$ cat src/rtl/seg_display_decoder.sv
// seg_display_decoder
//   Watches a two-digit seven-segment display and converts a settled reading
//   into binary. A reading is accepted only after it has been seen on
//   STABLE_CYCLES+1 consecutive clock edges. Each distinct settled reading is
//   offered exactly once through a valid/ready handshake.
//
// Ports
//   clk       clock; all state updates on the rising edge
//   rst       asynchronous, active-high reset
//   seg_tens  tens-digit segments, bit0=a .. bit6=g, 1 = lit
//   seg_ones  ones-digit segments, same encoding
//   out_rdy   consumer ready
//   out_val   decoded result valid (registered)
//   out       decoded value 0..31 (registered)
//   err       reading is not a legal value 0..31 (registered, qualified by out_val)
module seg_display_decoder #(
    parameter int STABLE_CYCLES = 4
) (
    input  logic       clk,
    input  logic       rst,
    input  logic [6:0] seg_tens,
    input  logic [6:0] seg_ones,
    input  logic       out_rdy,
    output logic       out_val,
    output logic [4:0] out,
    output logic       err
);

    localparam logic [3:0] CNT_MAX = 4'(STABLE_CYCLES - 1);

    typedef enum logic {
        FILTER  = 1'b0,
        PRESENT = 1'b1
    } state_t;

    // Returns {valid, digit}; only the exact digit glyphs are accepted.
    function automatic logic [4:0] seg_to_digit(input logic [6:0] seg);
        case (seg)
            7'h3F:   seg_to_digit = {1'b1, 4'd0};
            7'h06:   seg_to_digit = {1'b1, 4'd1};
            7'h5B:   seg_to_digit = {1'b1, 4'd2};
            7'h4F:   seg_to_digit = {1'b1, 4'd3};
            7'h66:   seg_to_digit = {1'b1, 4'd4};
            7'h6D:   seg_to_digit = {1'b1, 4'd5};
            7'h7D:   seg_to_digit = {1'b1, 4'd6};
            7'h07:   seg_to_digit = {1'b1, 4'd7};
            7'h7F:   seg_to_digit = {1'b1, 4'd8};
            7'h6F:   seg_to_digit = {1'b1, 4'd9};
            default: seg_to_digit = 5'd0;
        endcase
    endfunction

    state_t      state_q, state_d;
    logic [13:0] samp_q, samp_d;
    logic [3:0]  cnt_q, cnt_d;
    logic [13:0] last_pat_q, last_pat_d;
    logic        last_pat_vld_q, last_pat_vld_d;
    logic [4:0]  out_q, out_d;
    logic        err_q, err_d;

    logic [13:0] pat_in;
    logic [4:0]  tens_dec, ones_dec;
    logic [6:0]  sum;
    logic        dec_ok;
    logic        same;
    logic        stable;
    logic        blank;

    assign pat_in   = {seg_tens, seg_ones};
    assign tens_dec = seg_to_digit(seg_tens);
    assign ones_dec = seg_to_digit(seg_ones);
    assign sum      = 7'(tens_dec[3:0]) * 7'd10 + 7'(ones_dec[3:0]);
    assign dec_ok   = tens_dec[4] && ones_dec[4] && (tens_dec[3:0] <= 4'd3) && (sum <= 7'd31);

    assign same   = (pat_in == samp_q);
    assign stable = same && (cnt_q == CNT_MAX);
    assign blank  = (pat_in == 14'd0);

    // Sampler and run counter keep tracking in every state.
    always_comb begin
        samp_d = pat_in;
        if (!same) begin
            cnt_d = 4'd0;
        end else if (cnt_q != CNT_MAX) begin
            cnt_d = cnt_q + 4'd1;
        end else begin
            cnt_d = cnt_q;
        end
    end

    always_comb begin
        state_d        = state_q;
        last_pat_d     = last_pat_q;
        last_pat_vld_d = last_pat_vld_q;
        out_d          = out_q;
        err_d          = err_q;
        case (state_q)
            FILTER: begin
                if (stable) begin
                    if (blank) begin
                        // A settled blank re-arms presentation of the same value.
                        last_pat_vld_d = 1'b0;
                    end else if (!last_pat_vld_q || (pat_in != last_pat_q)) begin
                        out_d          = dec_ok ? sum[4:0] : 5'd0;
                        err_d          = !dec_ok;
                        last_pat_d     = pat_in;
                        last_pat_vld_d = 1'b1;
                        state_d        = PRESENT;
                    end
                end
            end
            PRESENT: begin
                // out/err frozen until the consumer takes them.
                if (out_rdy) begin
                    state_d = FILTER;
                end
            end
            default: state_d = FILTER;
        endcase
    end

    always_ff @(posedge clk or posedge rst) begin
        if (rst) begin
            state_q        <= FILTER;
            samp_q         <= 14'd0;
            cnt_q          <= 4'd0;
            last_pat_q     <= 14'd0;
            last_pat_vld_q <= 1'b0;
            out_q          <= 5'd0;
            err_q          <= 1'b0;
        end else begin
            state_q        <= state_d;
            samp_q         <= samp_d;
            cnt_q          <= cnt_d;
            last_pat_q     <= last_pat_d;
            last_pat_vld_q <= last_pat_vld_d;
            out_q          <= out_d;
            err_q          <= err_d;
        end
    end

    assign out_val = (state_q == PRESENT);
    assign out     = out_q;
    assign err     = err_q;

endmodule

$ cat config.mk
export PLATFORM = sky130hd
export DESIGN_NAME = seg_display_decoder
export DESIGN_NICKNAME = d
export VERILOG_FILES = /design/src/rtl/seg_display_decoder.sv
export SDC_FILE = /design/constraint.sdc
export NUM_CORES = 1
export LEC_CHECK = 0
export CELL_PAD_IN_SITES_DETAIL_PLACEMENT = 1
export CELL_PAD_IN_SITES_GLOBAL_PLACEMENT = 1
export CORE_MARGIN = 8
export CORE_UTILIZATION = 48
export DETAILED_ROUTE_END_ITERATION = 10
export PLACE_DENSITY_LB_ADDON = 0.1
export SKIP_LAST_GASP = 1
export SYNTH_ARGS = -nofsm -noshare
export SYNTH_HDL_FRONTEND = slang
export SYNTH_SLANG_ARGS = --single-unit
export TNS_END_PERCENT = 5
$ cat constraint.sdc
create_clock -name clk -period 4.25 [get_ports clk]
set_clock_uncertainty 0.2 [all_clocks]
set_input_delay 1.275 -clock clk [delete_from_list [all_inputs] [get_ports clk]]
set_output_delay 1.275 -clock clk [all_outputs]
set_load 0.02 [all_outputs]
==> summary.md <==
| Metric | Value |
|---|---|
| # diodes | 0 |
| Post-synthesis simple-gate area fraction | 17.7% |
| Setup-failing EPs final | 6 |
| P_sw | 245 µW |
| Length of the first detailed-routing pass in iterations | 5 |
| Internal power of the cells | 634 µW |
| Tightest slew margin relative to the limit | 47.0% |
| Cell total after placement | 343 |
| Worst reg2reg setup slack | 1.35 ns |
| Type of element capturing the critical path | register |
| Worst IR drop on VDD | 0.000233 V |
| Post-CTS clock slew at the launch and capture registers of the worst setup and hold paths | 0.08 ns |
| Final ANT Viol Nets | 0 |
| GRT Residual Overflow | 0 |
| Filler instances | 472 |
| P_leak | 0.00156 µW |
| Data arrival time of the worst path | 4.41 ns |
| Area fraction in compound gates after synthesis | 6.58% |
| Sequential element share of the synthesized area | 42.8% |
| Number of hold buffers added after CTS | 0 |
| RSZ-0062 raised after global routing | true |
| Core area | 0.00472 mm² |
| Power share of the combinational group | 17.3% |
| Portion of total power attributed to sequential cells | 44.5% |
| Most common cell in the synthesized netlist | sky130_fd_sc_hd__dfrtp_1 |
| CP max FO | 7 |
| Layer carrying the most global-route usage | met2 |
| Die Area | 0.00736 mm² |
| Grt met2 use | 45.6% |
| Synthesized netlist cell count | 225 |
| Run status | complete, but fails checks |
| Post-synth EDFFs | 0 |
| Starting utilization of the core area | 49.5% |
| Global-route wire length before repair | 14,100 µm |
| Crit path time final | 4.41 ns |
| Share of the clock period used by the worst path | 104% |
| Maximum capacitance violations | 0 |
| Startpoint of the worst register-to-register path | cnt_q[0] |
| Adder-cell share of the synthesized area | 5.46% |
| WS Path Type | in2reg |
| Number of max-slew violations in the final report | 0 |
| Number of placed I/O pins | 24 |
| Vias after detailed routing | 2,336 |
| Clk root buf | sky130_fd_sc_hd__clkbuf_8 |
| Maximum number of pins on one net before global-route repair | 27 |
| Number of buffers created by CTS | 5 |
| Hold Violations, Final | 0 |
| Startpoint type of the worst setup path | input pin |
| Average footprint of a synthesized cell | 10.4 µm² |
| Clock network fraction of total power | 38.2% |
| Cells taking the most area after synthesis | sky130_fd_sc_hd__dfrtp_1, sky130_fd_sc_hd__xor2_1, sky130_fd_sc_hd__mux2_2 |
| # nets final | 348 |
| Beginning of the worst hold path | out[3] |
| Required time at the worst-slack endpoint | 4.25 ns |
| Synth unique cells | 41 |
| Total number of placement rows | 25 |
| Via-per-instance ratio | 5.99 |
| Post-Synthesis Net Count | 251 |
| Met3 Use GR | 3.44% |
| Clk Latency, worst-skew pair | 0.32 ns |
| Wirelength per Cell | 27.2 µm |
| Fraction of layout instances using a drive strength above 1 | 45.2% |
| Detailed Place HPWL | 4890 µm |
| Depth of the worst register-to-register path | 7 |
| Via count of the first global-routing pass | 2,472 |
| Port-buffer cells | 23 |
| Dominant combinational cell family by area after synthesis | simple AND/OR/NAND/NOR gates |
| Post-layout utilization of the core | 73.3% |
| Cell type with the largest total area after synthesis | sky130_fd_sc_hd__dfrtp_1 |
| Share of flip-flops with an asynchronous set or reset | 100% |
| Filler-free cell count of the finished design | 390 |
| Number of storage elements in the synthesis netlist | 40 |
| Die X | 85.8 µm |
| Die boundary height | 85.8 µm |
| Number of antenna violations at the first check in global routing | 0 |
| Share of synthesized area spent on multiplexers | 8.51% |
| Failing checks | setup timing |
| Met1 track demand over resource in global routing | 29.8% |
| Overall fraction of global-route tracks in use | 25.3% |
| Share of the synthesized area in the top cell type | 42.8% |
| Maximum clock frequency | 227 MHz |
| Ys Warns | 0 |
| Synthesized cell area | 0.00234 mm² |
| Endpoint of the lowest-slack register-to-register path | out[0] |
| Initial drt markers | 133 |
| Top post-synthesis cells by count | sky130_fd_sc_hd__dfrtp_1, sky130_fd_sc_hd__xor2_1, sky130_fd_sc_hd__mux2_2, sky130_fd_sc_hd__xnor2_1, sky130_fd_sc_hd__nor2_1 |
| RePlAce Congestion | 0.855 |
| Sw frac | 27.8% |
| H-tree depth reported by CTS | 2 |
| Remaining DRCs | 0 |
| Clock tree from TritonCTS | built |
| Most frequently used flop master after synthesis | sky130_fd_sc_hd__dfrtp_1 |
| Cell depth of the worst min-delay path | 2 |
| Sum of internal, switching and leakage power | 879 µW |
| Hold path endpoint | out[3] |
| Share of the synthesized netlist area taken by xor and xnor gates | 13.1% |
| Final WL | 10,600 µm |
| Worst-case setup margin in the final layout | -0.160 ns |
| Clock net sink count | 40 |
| Actual slew at the worst max-slew pin | 0.788 ns |
| Maximum clock insertion buffer count | 2 |
| Power density cells | 254 mW/mm² |
| Layout area overhead | 48.1% |
| Path class of the lowest-slack min-delay path | reg2reg |
## cell usage in the layout (no fill, tap or decap), types with 4 or more instances in the layout
master	count
sky130_fd_sc_hd__mux2_2	14
sky130_fd_sc_hd__xor2_1	20
sky130_fd_sc_hd__buf_4	73
sky130_fd_sc_hd__buf_6	12
sky130_fd_sc_hd__nand3_1	5
sky130_fd_sc_hd__inv_1	9
sky130_fd_sc_hd__clkbuf_2	5
sky130_fd_sc_hd__clkbuf_8	5
sky130_fd_sc_hd__a21oi_1	4
sky130_fd_sc_hd__nor4_1	5
sky130_fd_sc_hd__nand4_1	6
sky130_fd_sc_hd__dfrtp_1	40
sky130_fd_sc_hd__ha_4	4
sky130_fd_sc_hd__nor2_1	11
sky130_fd_sc_hd__xnor2_1	15
sky130_fd_sc_hd__nor3_1	4
sky130_fd_sc_hd__clkdlybuf4s50_1	9
sky130_fd_sc_hd__nand2_1	11
## critical path, stage by stage
cell and delay, ns:
sky130_fd_sc_hd__dlygate4sd2_1 0.27, sky130_fd_sc_hd__buf_6 0.15, sky130_fd_sc_hd__nand4b_1 0.13, sky130_fd_sc_hd__o21ai_1 0.10, sky130_fd_sc_hd__a22o_1 0.24, sky130_fd_sc_hd__ha_4 0.30
sky130_fd_sc_hd__ha_4 0.14, sky130_fd_sc_hd__inv_2 0.04, sky130_fd_sc_hd__fa_1 0.50, sky130_fd_sc_hd__xor2_1 0.16, sky130_fd_sc_hd__or4_1 0.41, sky130_fd_sc_hd__or3_4 0.40
sky130_fd_sc_hd__o31ai_1 0.29
## layer usage
metal | part of all wire [%] | vias to the layer above
met5 | 0 | -
met4 | 3.4 | 0
met3 | 5.8 | 47
met2 | 51 | 132
met1 | 40 | 1184
li1 | - | 973
## worst max path at each step
stage                            from     end  slack (ns)  depth (start not counted)
final                     seg_tens[4]  out[4]       -0.16                         13
after global routing      seg_tens[4]  out[4]       -0.30                         13
after CTS                 seg_tens[6]     err       -0.19                         13
after detailed placement  seg_tens[5]     err       -0.89                         13
after global placement    seg_tens[5]     err       -0.74                         13
after floorplan           seg_tens[0]     err       -0.30                         14
## cell type report
class | instances | area [µm²] | share of cell area [%]
inverter | 10 | 37.5 | 1.08
timing repair buffer | 107 | 876 | 25.3
clock buffer | 5 | 68.8 | 1.99
clock inverter | 3 | 46.3 | 1.34
sequential | 40 | 1000 | 28.9
tap | 67 | 83.8 | 2.42
multi-input combinational | 158 | 1350 | 39.0
## cells by family (layout without fill, tap and decap cells)
logic type	after synthesis	count (layout)
XOR/XNOR	35	35
multiplexers	18	18
adder cells (fa/ha/maj)	9	9
buffers and inverters	27	125
AO/OA/AOI/OAI	24	24
flip-flops	40	40
AND/OR/NAND/NOR	72	72
## stage by stage
| stage | setup TNS, ns | instance area, µm² | setup slack (ns) | hold WS, ns |
|---|---|---|---|---|
| after global placement | -3.94 | 2940 | -0.737 | 0.268 |
| after floorplan | -1.24 | 2400 | -0.303 | 0.266 |
| final | -0.641 | 3460 | -0.160 | 0.332 |
| after global routing | -1.32 | 3460 | -0.299 | 0.360 |
| after CTS | -0.812 | 3360 | -0.194 | 0.299 |
| after detailed placement | -4.96 | 2940 | -0.890 | 0.281 |
## power by group through the flow
| stage | sequential (µW) | combinational [µW] | clock [µW] |
|---|---|---|---|
| floorplan | 397 | 60.6 | 0 |
| global placement | 397 | 105 | 0 |
| detailed placement | 398 | 111 | 0 |
| CTS | 390 | 126 | 326 |
| global route | 391 | 157 | 342 |
| finish | 391 | 152 | 336 |
## timing repair
item | CTS | global route
pin swaps | 19 | 17
buffers inserted | 31 | 8
gates resized for setup | 59 | 27
setup endpoints to repair | 6 | 6
## state kept, by name, summed over array words and instances, names as in the netlist
name            count
last_pat_q         14
samp_q             14
out                 5
cnt_q               4
err                 1
last_pat_vld_q      1
out_val             1
No activity file was read; power rests on OpenSTA's default activity.
